**src/rtl/uart_rx_deframer.sv**
```systemverilog
// UART receive deframer: synchronises Rx, mid-bit samples start/data/parity/stop
// and delivers the word with break/parity/frame status and FIFO overrun detection.
module uart_rx_deframer #(
  parameter int CLKS_PER_BIT = 16,
  parameter int DATA_BITS    = 8,
  parameter int PARITY_BIT   = 1,
  parameter int STOP_BITS    = 2
) (
  input  logic                 Clk,
  input  logic                 Rst,
  input  logic                 Rx,
  input  logic                 FIFO_Full,
  output logic [DATA_BITS-1:0] Data_Out,
  output logic                 Data_Valid,
  output logic [2:0]           Rx_Error,
  output logic                 Overrun,
  output logic                 Rx_Busy,
  output logic                 RTS
);

  localparam int CNT_W = $clog2(CLKS_PER_BIT);
  localparam int BMAX  = (DATA_BITS > STOP_BITS) ? DATA_BITS : STOP_BITS;
  localparam int BIT_W = $clog2(BMAX + 1);

  localparam logic [2:0] IDLE       = 3'd0;
  localparam logic [2:0] START      = 3'd1;
  localparam logic [2:0] DATA       = 3'd2;
  localparam logic [2:0] PARITY     = 3'd3;
  localparam logic [2:0] STOP       = 3'd4;
  localparam logic [2:0] DONE       = 3'd5;
  localparam logic [2:0] BREAK_WAIT = 3'd6;

  logic                 sync1_q, sync2_q, rx_prev_q;
  logic [1:0]           flush_q;
  logic                 armed_q, armed_d;
  logic [2:0]           state_q, state_d;
  logic [CNT_W-1:0]     cnt_q, cnt_d;
  logic [BIT_W-1:0]     bit_q, bit_d;
  logic [DATA_BITS-1:0] shift_q, shift_d;
  logic                 par_q, par_d, frm_q, frm_d, zero_q, zero_d;
  logic [DATA_BITS-1:0] data_q, data_d;
  logic [2:0]           err_q, err_d;
  logic                 valid_q, valid_d, ovr_q, ovr_d, busy_q, busy_d, rts_q;
  logic                 rx_s, sample;

  assign rx_s = sync2_q;

  // The start bit is sampled half a bit in; later bits a full bit apart.
  assign sample = (state_q == START) ? (cnt_q == CNT_W'(CLKS_PER_BIT/2 - 1))
                                     : (cnt_q == CNT_W'(CLKS_PER_BIT - 1));

  // A line low at reset release must first be seen high (after the synchroniser
  // has flushed its reset value) before a falling edge counts as a start.
  assign armed_d = armed_q | (flush_q[1] & rx_s);

  always_comb begin
    state_d = state_q;
    cnt_d   = cnt_q + 1'b1;
    bit_d   = bit_q;
    shift_d = shift_q;
    par_d   = par_q;
    frm_d   = frm_q;
    zero_d  = zero_q;
    data_d  = data_q;
    err_d   = err_q;
    valid_d = 1'b0;
    ovr_d   = 1'b0;
    case (state_q)
      IDLE: begin
        cnt_d = '0;
        if (armed_q && rx_prev_q && !rx_s) begin
          state_d = START;
          bit_d   = '0;
          par_d   = 1'b0;
          frm_d   = 1'b0;
          zero_d  = 1'b1;
        end
      end
      START: begin
        if (sample) begin
          cnt_d   = '0;
          state_d = rx_s ? IDLE : DATA;
        end
      end
      DATA: begin
        if (sample) begin
          cnt_d   = '0;
          shift_d = {shift_q[DATA_BITS-2:0], rx_s};
          if (rx_s) zero_d = 1'b0;
          if (bit_q == BIT_W'(DATA_BITS - 1)) begin
            bit_d   = '0;
            state_d = (PARITY_BIT != 0) ? PARITY : STOP;
          end else begin
            bit_d = bit_q + 1'b1;
          end
        end
      end
      PARITY: begin
        if (sample) begin
          cnt_d   = '0;
          par_d   = rx_s ^ (^shift_q);
          if (rx_s) zero_d = 1'b0;
          state_d = STOP;
        end
      end
      STOP: begin
        if (sample) begin
          cnt_d = '0;
          if (rx_s) zero_d = 1'b0;
          else      frm_d  = 1'b1;
          if (bit_q == BIT_W'(STOP_BITS - 1)) begin
            bit_d   = '0;
            state_d = DONE;
          end else begin
            bit_d = bit_q + 1'b1;
          end
        end
      end
      DONE: begin
        cnt_d = '0;
        if (zero_q) begin
          err_d   = 3'b001;
          state_d = BREAK_WAIT;
        end else begin
          err_d   = {frm_q, par_q, 1'b0};
          state_d = IDLE;
          if (FIFO_Full) begin
            ovr_d = 1'b1;
          end else begin
            data_d  = shift_q;
            valid_d = 1'b1;
          end
        end
      end
      BREAK_WAIT: begin
        cnt_d = '0;
        if (rx_s) state_d = IDLE;
      end
      default: begin
        cnt_d   = '0;
        state_d = IDLE;
      end
    endcase
    busy_d = (state_d != IDLE);
  end

  always_ff @(posedge Clk) begin
    if (!Rst) begin
      sync1_q   <= 1'b1;
      sync2_q   <= 1'b1;
      rx_prev_q <= 1'b0;
      flush_q   <= '0;
      armed_q   <= 1'b0;
      state_q   <= IDLE;
      cnt_q     <= '0;
      bit_q     <= '0;
      shift_q   <= '0;
      par_q     <= 1'b0;
      frm_q     <= 1'b0;
      zero_q    <= 1'b0;
      data_q    <= '0;
      err_q     <= '0;
      valid_q   <= 1'b0;
      ovr_q     <= 1'b0;
      busy_q    <= 1'b0;
      rts_q     <= 1'b0;
    end else begin
      sync1_q   <= Rx;
      sync2_q   <= sync1_q;
      rx_prev_q <= sync2_q;
      flush_q   <= {flush_q[0], 1'b1};
      armed_q   <= armed_d;
      state_q   <= state_d;
      cnt_q     <= cnt_d;
      bit_q     <= bit_d;
      shift_q   <= shift_d;
      par_q     <= par_d;
      frm_q     <= frm_d;
      zero_q    <= zero_d;
      data_q    <= data_d;
      err_q     <= err_d;
      valid_q   <= valid_d;
      ovr_q     <= ovr_d;
      busy_q    <= busy_d;
      rts_q     <= ~FIFO_Full;
    end
  end

  assign Data_Out   = data_q;
  assign Data_Valid = valid_q;
  assign Rx_Error   = err_q;
  assign Overrun    = ovr_q;
  assign Rx_Busy    = busy_q;
  assign RTS        = rts_q;

endmodule

```
**config.mk**
```make
export PLATFORM = sky130hd
export DESIGN_NAME = uart_rx_deframer
export DESIGN_NICKNAME = d
export VERILOG_FILES = /design/src/rtl/uart_rx_deframer.sv
export SDC_FILE = /design/constraint.sdc
export NUM_CORES = 1
export LEC_CHECK = 0
export ABC_AREA = 1
export ABC_CLOCK_PERIOD_IN_PS = 3500
export CAP_MARGIN = 10
export CORE_ASPECT_RATIO = 0.75
export CORE_MARGIN = 1
export CORE_UTILIZATION = 60
export DETAILED_ROUTE_END_ITERATION = 6
export PLACE_DENSITY_LB_ADDON = 0.1
export SLEW_MARGIN = 20
export SYNTH_ARGS = -nofsm -noshare
export SYNTH_HDL_FRONTEND = slang
export SYNTH_SLANG_ARGS = --single-unit
```
**constraint.sdc**
```tcl
create_clock -name Clk -period 3.5 [get_ports Clk]
set_clock_uncertainty 0.2 [all_clocks]
set_input_delay 0.525 -clock Clk [delete_from_list [all_inputs] [get_ports Clk]]
set_output_delay 0.525 -clock Clk [all_outputs]
set_load 0.05 [all_outputs]
```
==> summary.md, run 1 <==
| Metric | Value |
|---|---|
| Outcome | completed |
| Min-Delay Endpoint | flush_q[1] |
| GRT overflow | 0 |
| Count leader, synth | nand2_1 |
| Synth cell types | 29 |
| Syn Std Cell Area | ~1900 um2 |
| Site row count | 17 |
| Number of H-tree levels | 2 |
| Slowest-stage cell, CP | clkdlybuf4s50_1 |
| DPL Wire Length | about 2.5 mm |
| MaxCap Viol Count | 0 |
| # hold bufs at CTS | 0 |
| Final hold vios | 0 |
| Synth top area share | 45.03% |
| Root Driver | clkbuf_8 |
| Starting Density | approximately 64% |
| Total Power Consumption | 825.8 uW |
| CP Cell Sequence | clkdlybuf4s50_1 |
| Area Overhead vs Synth | 14.72% |
| Via count | 1624 |
| Worst Setup Start Kind | flop |
| Pre-Repair DR Iteration Count | 6 |
| Post-synth EDFFs | 0 |
| Total GRT Usage | roughly 25% |
| CP Capture Type | output port |
| Final Cycle Share | 61.64% |
| Worst path bufs/invs | 1 |
| CTS Buf Count | 5 |
| Worst skew pair latency | 0.29 ns |
| Filler cell count | 235 |
| Final Max Slew Viols | 0 |
| Vias in the first global route | around 1.4k |
| Signal arrival time at the worst endpoint | 1.43 ns |
| Cell taking the most area after synthesis | dfxtp_1 |
| Die area | 3418 um2 |
| PwrDens | 376.5 nW/um2 |
| Net count, final | 293 |
| Seq/Total Area, Yosys | 45.03% |
| PortBufs | 18 |
| CTS tree | done |
| Pre-CTS setup slack | 1.332 ns |
| Avg Synthesized Cell Area | 7.187 um2 |
| Clock Power Share | 36.4% |
| Largest net degree at the start of global routing | 18 |
| Slew margin rel. | 67.06% |
| Setup TNS | 0 ns |
| Clock slew at reported path FFs | 0.08 ns |
| Primary FF master, synth | dfxtp_1 |
| Flop2flop setup slack | 1.77 ns |
| Tmin final | 2.157 ns |
| Hold slack | 0.2138 ns |
| Setup Crit Path Kind | reg2out |
| Die width | 67.18 um |
| Initial DRC Count | 67 |
| # diodes | 0 |
| Antenna-violating nets left | 0 |
| Clk sink count | 43 |
| CP required | 2.77 ns |
| CTS max path bufs | 2 |
| Routed vias/inst | 4.997 |
| Critical Path Fanout Max | 2 |
| Reg2reg start | state_q[2] |
| Logic gate share of total power | under 10% |
| Unrepaired setup endpoints after global routing | false |
| Syn nets | ~270 |
| Gate count after technology mapping | between 200 and 300 |
| Achievable clock frequency | 0.4635 GHz |
| Peak VDD IR | between 0.0002 and 0.0003 V |
| Reg2Reg Depth | 8 |
| Hold Path Origin | flush_q[0] |
| Synth area leaders | dfxtp_1 45%, nand2_1 12%, a21oi_1 7.1%, inv_1 6.7%, o21ai_0 5.5% |
| Setup WS post-layout | 1.343 ns |
| Hold-critical path depth | 2 |
| Layout cells sized above 1 | 7.666% |
| HP Class | reg2reg |
| Sw Share | approximately 22% |
| CP delay by family, top | buffers and inverters |
| Reg power frac | approximately three fifths |
| Leakage | about 0.00098 uW |
| Post-synthesis async set-or-reset flop share | 0% |
| Most instantiated cells after synthesis | 63 x nand2_1, 43 x dfxtp_1, 34 x inv_1, 27 x a21oi_1, 24 x nor2_1 |
| Placeable Area | 2978 um2 |
| Cell Int Power | around 640 uW |
| Max incr delay on CP | 0.80 ns |
| R2R Path End | bit_q[2] |
| NetSw | around 180 uW |
| Worst slew pin tran | 0.4926 ns |
| Flop and latch count out of synthesis | 43 |
| Synth warnings | 0 |
| Fin util | between 70% and 80% |
| Initial antenna violation count | 0 |
| Routability cong. | between 0.8 and 0.9 |
| Post-CTS setup buffers | 0 |
| Post-CTS sizing | 0 |
| Final WL | 3.481 mm |
| WL/cell | 10.71 um |
| Ports | 19 |
| First-pass GRT wire length | just over 6 mm |
| Drc violations | 0 |
| Die H | 50.89 um |
| Final Setup Violations | 0 |
[power groups by stage]
stage	Sequential, uW	Clock, uW	Combinational (uW)
after global placement	509	0	26.6
after floorplan	511	0	16.4
after detailed placement	509	0	27.4
final	498	301	27.6
after global routing	498	330	31.4
after CTS	497	314	27.6
[cells in the final DEF (no fill, tap or decap), types with 2 or more instances in the layout]
cell type        Yosys  routed
a21oi_1             27      27
clkbuf_1             3       2
clkbuf_8             0       5
clkdlybuf4s50_1      0      18
dfxtp_1             43      43
ha_1                 3       3
inv_1               34      34
inv_2                3       3
nand2_1             63      63
nand2_2              2       2
nand3_1             20      20
nand4_1              2       2
nor2_1              24      24
nor3_1               3       3
o21ai_0             21      21
o21ai_1              2       2
or2_2                2       2
[through the flow]
stage,cells,cell area [um2]
floorplan,266,1912
global placement,317,2112
finish,325,2193
detailed placement,317,2112
global route,325,2193
CTS,325,2193
[worst register-to-register path: cells and delay by family (launching register included)]
family	cells	cell delay, ns
simple gates	5	0.63
flops	1	0.34
compound gates	2	0.32
buf+inv	1	0.13
[how the worst max path moves through the flow]
stage | startpoint | slack (ns) | end | depth (start not counted)
after floorplan | cnt_q[0] | 1.99 | shift_q[2] | 9
after global placement | Rst | 1.38 | sync1_q | 3
after detailed placement | Rst | 1.33 | sync1_q | 3
after CTS | Rx_Error[0] | 1.33 | Rx_Error[0] | 1
after global routing | Data_Out[6] | 1.30 | Data_Out[6] | 1
final | Rx_Error[0] | 1.34 | Rx_Error[0] | 1
[layer usage]
metal | part of all wire [%] | up-vias | global-route usage, %
met5 | 0 | - | 0
met4 | 2.5 | 0 | 12.77
met3 | 4.8 | 8 | 6.696
met2 | 39 | 32 | 35.17
met1 | 53 | 697 | 33.52
li1 | - | 887 | -
[registers in the layout (all words and copies together), names as in the netlist, 2 cells and up]
name      cells
Data_Out      8
Rx_Error      3
bit_q         4
cnt_q         4
flush_q       2
shift_q       8
state_q       3
[logic make-up after synthesis]
family	after synthesis	synth area share, %
fa+ha+maj	3	1.964
xor+xnor	1	0.4582
compound gates	54	15.31
buf+inv	44	9.424
simple gates	121	27.81
flops	43	45.03
[cell type report]
cell class / instances / area [um2] / share of cell area [%]
tap: 38 / 47.55 / 2.168
multi-input combinational: 179 / 870.8 / 39.70
clock inverter: 1 / 5.005 / 0.2282
timing repair buffer: 19 / 187.7 / 8.557
sequential: 43 / 860.8 / 39.25
inverter: 38 / 145.1 / 6.617
clock buffer: 7 / 76.32 / 3.480
Power figures use the tool's default switching activity.
==> run 2, diff against run 1 <==
--- a/config.mk
+++ b/config.mk
@@ -6,11 +6,11 @@
 export NUM_CORES = 1
 export LEC_CHECK = 0
 export ABC_AREA = 1
-export ABC_CLOCK_PERIOD_IN_PS = 3500
+export ABC_CLOCK_PERIOD_IN_PS = 1760
 export CAP_MARGIN = 10
 export CORE_ASPECT_RATIO = 0.75
 export CORE_MARGIN = 1
-export CORE_UTILIZATION = 60
+export CORE_UTILIZATION = 50
 export DETAILED_ROUTE_END_ITERATION = 6
 export PLACE_DENSITY_LB_ADDON = 0.1
 export SLEW_MARGIN = 20
==> constraint.sdc (replaced) <==
create_clock -name Clk -period 1.76 [get_ports Clk]
set_clock_uncertainty 0.2 [all_clocks]
set_input_delay 0.264 -clock Clk [delete_from_list [all_inputs] [get_ports Clk]]
set_output_delay 0.264 -clock Clk [all_outputs]
set_load 0.05 [all_outputs]
==> run 2 against run 1 <==
Compared with the run above: critical path type is now reg2reg; critical endpoint is now zero_q; power rose by 120%; highest routed layer unchanged; via count rose by 0.25%; clock-buffer cell count fell by 1; global-route usage fell by 4.9 points; sequential power rose by 98%; core utilization fell by 11 points; non-clock buffer count rose by 5.
==> summary.md, run 2 (same netlist as run 1, synthesis figures left out) <==
| Metric | Value |
|---|---|
| PortBufs | 18 (unchanged) |
| Setup TNS | 0 ns (unchanged) |
| Placeable Area | 3661 um2 (+23%) |
| Final Setup Violations | 0 (unchanged) |
| DPL Wire Length | 2.509 mm (+1.3%) |
| Most frequent cells in the layout | 61 x nand2_1, 39 x dfxtp_1, 32 x inv_1, 27 x a21oi_1, 23 x nor2_1 |
| Die width | 73.40 um (+9.3%) |
| WL/cell | 10.34 um (-3.5%) |
| Slew margin rel. | 80.36% (+13 points) |
| Initial antenna violation count | 0 (unchanged) |
| GRT overflow | 0 (unchanged) |
| Via count | 1628 (+0.25%) |
| NetSw | 372.8 uW (+110%) |
| Worst path bufs/invs | 3 (+2) |
| Leakage | 0.001043 uW (+6.5%) |
| Critical Path Fanout Max | 6 (+4) |
| Worst path most repeated cell | nand2_2 |
| Pre-Repair DR Iteration Count | 4 (-2) |
| Worst slew pin tran | 0.2944 ns (-0.1983 ns) |
| CP Capture Type | flop |
| CTS max path bufs | 2 (unchanged) |
| Antenna-violating nets left | 0 (unchanged) |
| Net count, final | 298 (+1.7%) |
| Initial DRC Count | 91 (+36%) |
| Drc violations | 0 (unchanged) |
| Site row count | 19 (+2) |
| Max incr delay on CP | 0.38 ns (-0.42 ns) |
| Cell Int Power | 1465 uW (+130%) |
| Layout cells sized above 1 | 18.84% (+11 points) |
| Vias in the first global route | 1387 (-3.3%) |
| Sw Share | 20.29% (-1.6 points) |
| Area Overhead vs Synth | 19.18% |
| Logic gate share of total power | 3.2% (about the same) |
| Largest net degree at the start of global routing | 18 (unchanged) |
| HP Class | reg2reg |
| Tmin final | 1.620 ns |
| Final Cycle Share | between 90% and 100% |
| Final hold vios | 0 (unchanged) |
| Most common cell after layout, fill and taps aside | nand2_1 |
| MaxCap Viol Count | 0 (unchanged) |
| Fin util | 62.24% (-11 points) |
| Final WL | 3.557 mm (+2.2%) |
| Slowest-stage cell, CP | dfxtp_4 |
| Reg power frac | 53.8% (-6.5 points) |
| Root Driver | clkbuf_8 |
| Setup Crit Path Kind | reg2reg |
| CP Cell Sequence | inv_1 -> nand2_2 -> nor2_2 -> nand2_2 -> nand3_4 -> clkbuf_2 -> buf_4 -> nor3_1 -> a211oi_1 |
| PwrDens | 806.4 nW/um2 (+110%) |
| Achievable clock frequency | ~0.62 GHz |
| CTS Buf Count | 5 (unchanged) |
| Worst skew pair latency | 0.30 ns (about the same) |
| Signal arrival time at the worst endpoint | 1.59 ns (+0.16 ns) |
| Routed vias/inst | 4.733 (-5.3%) |
| CP delay by family, top | simple AND/OR/NAND/NOR gates |
| Outcome | completed |
| CTS tree | done |
| Peak VDD IR | 0.0006185 V (+110%) |
| # diodes | 0 (unchanged) |
| Die H | 55.55 um (+9.2%) |
| Routability cong. | 0.8137 (about the same) |
| Final Max Slew Viols | 0 (unchanged) |
| Worst Setup Start Kind | flop |
| Number of H-tree levels | 2 (unchanged) |
| First-pass GRT wire length | 6.141 mm (+0.57%) |
| # hold bufs at CTS | 0 (unchanged) |
| Clk sink count | 43 (unchanged) |
| Clock slew at reported path FFs | 0.08 ns (about the same) |
| Ports | 19 (unchanged) |
| Die area | 4077 um2 (+19%) |
| Total GRT Usage | 19.70% (-4.9 points) |
| CP required | 1.73 ns (-1.04 ns) |
| Total Power Consumption | 1837 uW (+120%) |
| Clock Power Share | 43.0% (+6.6 points) |
| Starting Density | 52.22% (-12 points) |
-- run 2: final cells by class --
| type | count | area, um2 |
|---|---|---|
| sequential | 43 | 868.3 |
| clock inverter | 2 | 35.03 |
| tap | 52 | 65.06 |
| multi-input combinational | 179 | 888.4 |
| clock buffer | 6 | 82.58 |
| inverter | 38 | 153.9 |
| fill | 358 | 1383 |
| timing repair buffer | 24 | 185.2 |
-- run 2: path summary, 6_finish.rpt --
| check | startpoint | to | slack, ns | cells after the start |
|---|---|---|---|---|
| hold reg to reg | cnt_q[0] | cnt_q[0] | 0.22 | 1 |
| setup / recovery | state_q[1] | zero_q | 0.14 | 9 |
| hold / removal | cnt_q[0] | cnt_q[0] | 0.22 | 1 |
| setup reg to reg | state_q[1] | zero_q | 0.14 | 9 |
-- run 2: metrics by stage --
stage | cell area [um2] | std cells | hold slack [ns] | worst slack (ns)
after detailed placement | 2107 | 333 | 0.2007 | 0.05158
after global routing | 2278 | 344 | 0.2263 | -0.01313
after CTS | 2225 | 341 | 0.2190 | 0.06771
after global placement | 2107 | 333 | 0.1941 | 0.08303
after floorplan | 1912 | 266 | 0.09172 | 0.2530
final | 2278 | 344 | 0.2177 | 0.1398
-- run 2: routing by layer --
layer	GRT usage [%]	part of all wire (%)	up-vias
met3	4.927	3.5	4
li1	-	-	901
met4	8.242	1.3	0
met2	25.79	38	23
met1	30.21	57	700
met5	0	0	-
-- run 2: power groups by stage --
stage | Combinational (uW) | Clock (uW) | Sequential [uW]
6_report | 58.6 | 791 | 988
5_1_grt | 66.4 | 855 | 990
4_1_cts | 58.0 | 814 | 989
3_5_place_dp | 57.6 | 0 | 1010
3_3_place_gp | 57.6 | 0 | 1010
2_1_floorplan | 32.5 | 0 | 1020
-- run 2: timing repair --
action / in CTS / in global routing
setup buffers: 0 / 3
endpoints found under the setup margin: 0 / 20
gates resized for setup: 0 / 18
hold endpoints to repair: 0 / 0
==> run 3, diff against run 2 <==
--- a/config.mk
+++ b/config.mk
@@ -5,12 +5,13 @@
 export SDC_FILE = /design/constraint.sdc
 export NUM_CORES = 1
 export LEC_CHECK = 0
-export ABC_AREA = 1
 export ABC_CLOCK_PERIOD_IN_PS = 1760
 export CAP_MARGIN = 10
+export CELL_PAD_IN_SITES_DETAIL_PLACEMENT = 0
+export CELL_PAD_IN_SITES_GLOBAL_PLACEMENT = 1
 export CORE_ASPECT_RATIO = 0.75
 export CORE_MARGIN = 1
-export CORE_UTILIZATION = 50
+export CORE_UTILIZATION = 39
 export DETAILED_ROUTE_END_ITERATION = 6
 export PLACE_DENSITY_LB_ADDON = 0.1
 export SLEW_MARGIN = 20
==> run 3 against run 2 <==
Compared with the run above: global-route usage decreased by 5.1 points; sequential share of layout area decreased by 1.8 points; maximum frequency decreased by 4.9%; sequential power about the same; first-iteration DRC count decreased by 53%; clock-buffer cell count unchanged; synthesized area increased by 1.7%; largest power group unchanged.
==> summary.md, run 3 <==
| Metric | Value |
|---|---|
| Outcome | completed |
| Synth cell types | 45 (+55%) |
| Pre-Repair DR Iteration Count | 4 (unchanged) |
| Most frequent cells in the layout | 41 x dfxtp_1, 35 x buf_4, 23 x nor2b_1, 15 x mux2i_1, 12 x nand2_1 |
| Clk sink count | 43 (unchanged) |
| Most instantiated cells after synthesis | 43 x dfxtp_1, 23 x nor2b_1, 16 x mux2i_1, 13 x nand2_1, 10 x nor2_1 |
| Final WL | 3.603 mm (+1.3%) |
| Layout cells sized above 1 | 26.07% (+7.2 points) |
| Flop and latch count out of synthesis | 43 (unchanged) |
| Drc violations | 0 (unchanged) |
| Starting Density | 42.05% (-10 points) |
| Reg area | 863.3 um2 (-0.58%) |
| Seq/Total Area, Yosys | 44.27% (-0.75 points) |
| Placed inst area | 2231 um2 (+5.9%) |
| Final Cycle Share | 96.80% (+4.7 points) |
| Filler cell count | 424 (+18%) |
| Avg Synthesized Cell Area | 9.771 um2 (+36%) |
| Slew margin rel. | 78.83% (-1.5 points) |
| First-pass GRT wire length | 6.085 mm (-0.91%) |
| Flop2flop setup slack | 0.06 ns (-0.08 ns) |
| Primary FF master, synth | dfxtp_1 |
| Via count | 1435 (-12%) |
| Tmin final | 1.704 ns (+0.08354 ns) |
| Cell area after layout | 2379 um2 (+4.4%) |
| CTS Buf Count | 5 (unchanged) |
| Worst slew pin tran | 0.3171 ns (+0.02274 ns) |
| Clock Power Share | 37.3% (-5.7 points) |
| Final Setup Violations | 0 (unchanged) |
| Gate count after technology mapping | 199 (-25%) |
| Placeable Area | 4624 um2 (+26%) |
| Signal arrival time at the worst endpoint | 1.69 ns (+0.10 ns) |
| Non-Filler Instances | 291 (-15%) |
| Synth area leaders | dfxtp_1 44%, mux2i_1 8.2%, nor2b_1 7.4%, nand2_1 2.5%, xnor2_1 2.3% |
| Hold Path Origin | sync1_q |
| Total Power Consumption | 1668 uW (-9.2%) |
| NetSw | 347.3 uW (-6.8%) |
| Synth top area share | 44.27% (-0.75 points) |
| CP Capture Type | flop |
| Area taken by multi-input logic gates | 1025 um2 (+15%) |
| Area Overhead vs Synth | 22.33% |
| Cell taking the most area after synthesis | dfxtp_1 |
| DPL Wire Length | 2.637 mm (+5.1%) |
| R2R Path End | bit_q[2] |
| Peak VDD IR | 0.0004035 V (-35%) |
| Dpl cells | 282 (-15%) |
| Logic gate share of total power | 3.6% (+0.4 points) |
| Initial DRC Count | 43 (-53%) |
| Cell Int Power | 1320 uW (-9.8%) |
| Number of H-tree levels | 2 (unchanged) |
| Post-synthesis async set-or-reset flop share | 0% (unchanged) |
| Reg2Reg Depth | 7 (-2) |
| Die area | 5275 um2 (+29%) |
| CP required | 1.74 ns (about the same) |
| Synth warnings | 0 (unchanged) |
| Setup Crit Path Kind | reg2reg |
| Largest net degree at the start of global routing | 23 (+5) |
| Ports | 19 (unchanged) |
| Total GRT Usage | 14.56% (-5.1 points) |
| Most common cell after layout, fill and taps aside | dfxtp_1 |
| PwrDens | 701.2 nW/um2 (-13%) |
| CTS tree | done |
| Sw Share | 20.83% (+0.54 points) |
| Net count, final | 241 (-19%) |
| Antenna-violating nets left | 0 (unchanged) |
| CTS max path bufs | 2 (unchanged) |
| Critical Path Fanout Max | 3 (-3) |
| Hold slack | 0.2143 ns (-0.003373 ns) |
| Routed vias/inst | 4.931 (+4.2%) |
| MaxCap Viol Count | 0 (unchanged) |
| Achievable clock frequency | 0.5869 GHz (-4.9%) |
| Routability cong. | 0.7440 (-8.6%) |
| Crit path from | bit_q[1] |
| Die H | 63.15 um (+14%) |
| Vias in the first global route | 1340 (-3.4%) |
| PortBufs | 18 (unchanged) |
| Leakage | 0.0009853 uW (-5.5%) |
| Clock slew at reported path FFs | 0.08 ns (about the same) |
| Worst Setup EP | bit_q[2] |
| Site row count | 21 (+2) |
| Reg2reg start | bit_q[1] |
| Post-synth EDFFs | 0 (unchanged) |
| Final hold vios | 0 (unchanged) |
| Syn Std Cell Area | 1944 um2 (+1.7%) |
| GRT overflow | 0 (unchanged) |
| HP Class | reg2reg |
| # diodes | 0 (unchanged) |
| Worst Setup Start Kind | flop |
| Initial antenna violation count | 0 (unchanged) |
| Final Max Slew Viols | 0 (unchanged) |
| Die width | 83.53 um (+14%) |
| Reg power frac | 59.1% (+5.3 points) |
| WL/cell | 12.38 um (+20%) |
| Root Driver | clkbuf_8 |
| Syn nets | 206 (-25%) |
| Worst skew pair latency | 0.29 ns (about the same) |
| Count leader, synth | dfxtp_1 |
## run 3: how the worst min path moves through the flow
stage | end | cells past startpoint | slack [ns]
final | rx_s | 1 | 0.21
after global routing | rx_s | 1 | 0.23
after CTS | rx_s | 1 | 0.22
after detailed placement | rx_s | 1 | 0.20
after global placement | rx_s | 1 | 0.19
after floorplan | flush_q[0] | 0 | 0.09
## run 3: worst max-delay path: stages, from the launching register on
cell	delay, ns
dfxtp_1	0.32
inv_1	0.05
ha_1	0.15
or3b_4	0.40
a21oi_1	0.23
nor3_1	0.07
o21ai_1	0.12
a21boi_1	0.07
## run 3: power groups by stage
stage	clock network, uW	logic (uW)	registers (uW)
3_5_place_dp	0	59.4	1010
4_1_cts	644	59.7	986
2_1_floorplan	0	36.3	1010
5_1_grt	683	65.3	988
6_report	622	59.3	986
3_3_place_gp	0	58.4	1010
## run 3: through the flow
stage	setup WS [ns]	utilization, %	setup TNS [ns]
final	0.05627	51.43	0
after CTS	0.02347	50.16	0
after detailed placement	-0.03110	48.24	-0.1181
after floorplan	0.1004	-	0
after global routing	-0.03481	51.43	-0.03481
after global placement	0.01260	48.24	0
## run 3: what timing repair did
item | in CTS | in global routing
hold buffers | 0 | 0
buffers inserted | 0 | 2
gates resized for setup | 1 | 12
pin swaps | 0 | 4
endpoints found under the hold margin | 0 | 0
setup endpoints to repair | 10 | 14
## run 3: final cells by class
cell class / instances / area share (%)
clock buffer: 6 / 3.472
clock inverter: 1 / 0.2104
inverter: 5 / 0.7891
multi-input combinational: 140 / 43.08
sequential: 43 / 36.30
tap: 57 / 2.998
timing repair buffer: 39 / 13.15
## run 3: cells by family (layout without fill, tap and decap cells)
logic type | count (synthesis) | count (layout) | synth area share, %
compound gates | 29 | 29 | 9.846
mux | 16 | 16 | 8.237
xor+xnor | 11 | 11 | 6.049
buf+inv | 16 | 51 | 5.212
simple gates | 81 | 81 | 24.45
fa+ha+maj | 3 | 3 | 1.931
flops | 43 | 43 | 44.27
## run 3: per-layer routing
layer	track usage, %	vias up	part of all wire, %
met2	21.41	31	41
met3	3.932	7	4.4
met1	20.08	657	53
li1	-	740	-
met4	6.144	0	1.2
met5	0	-	0
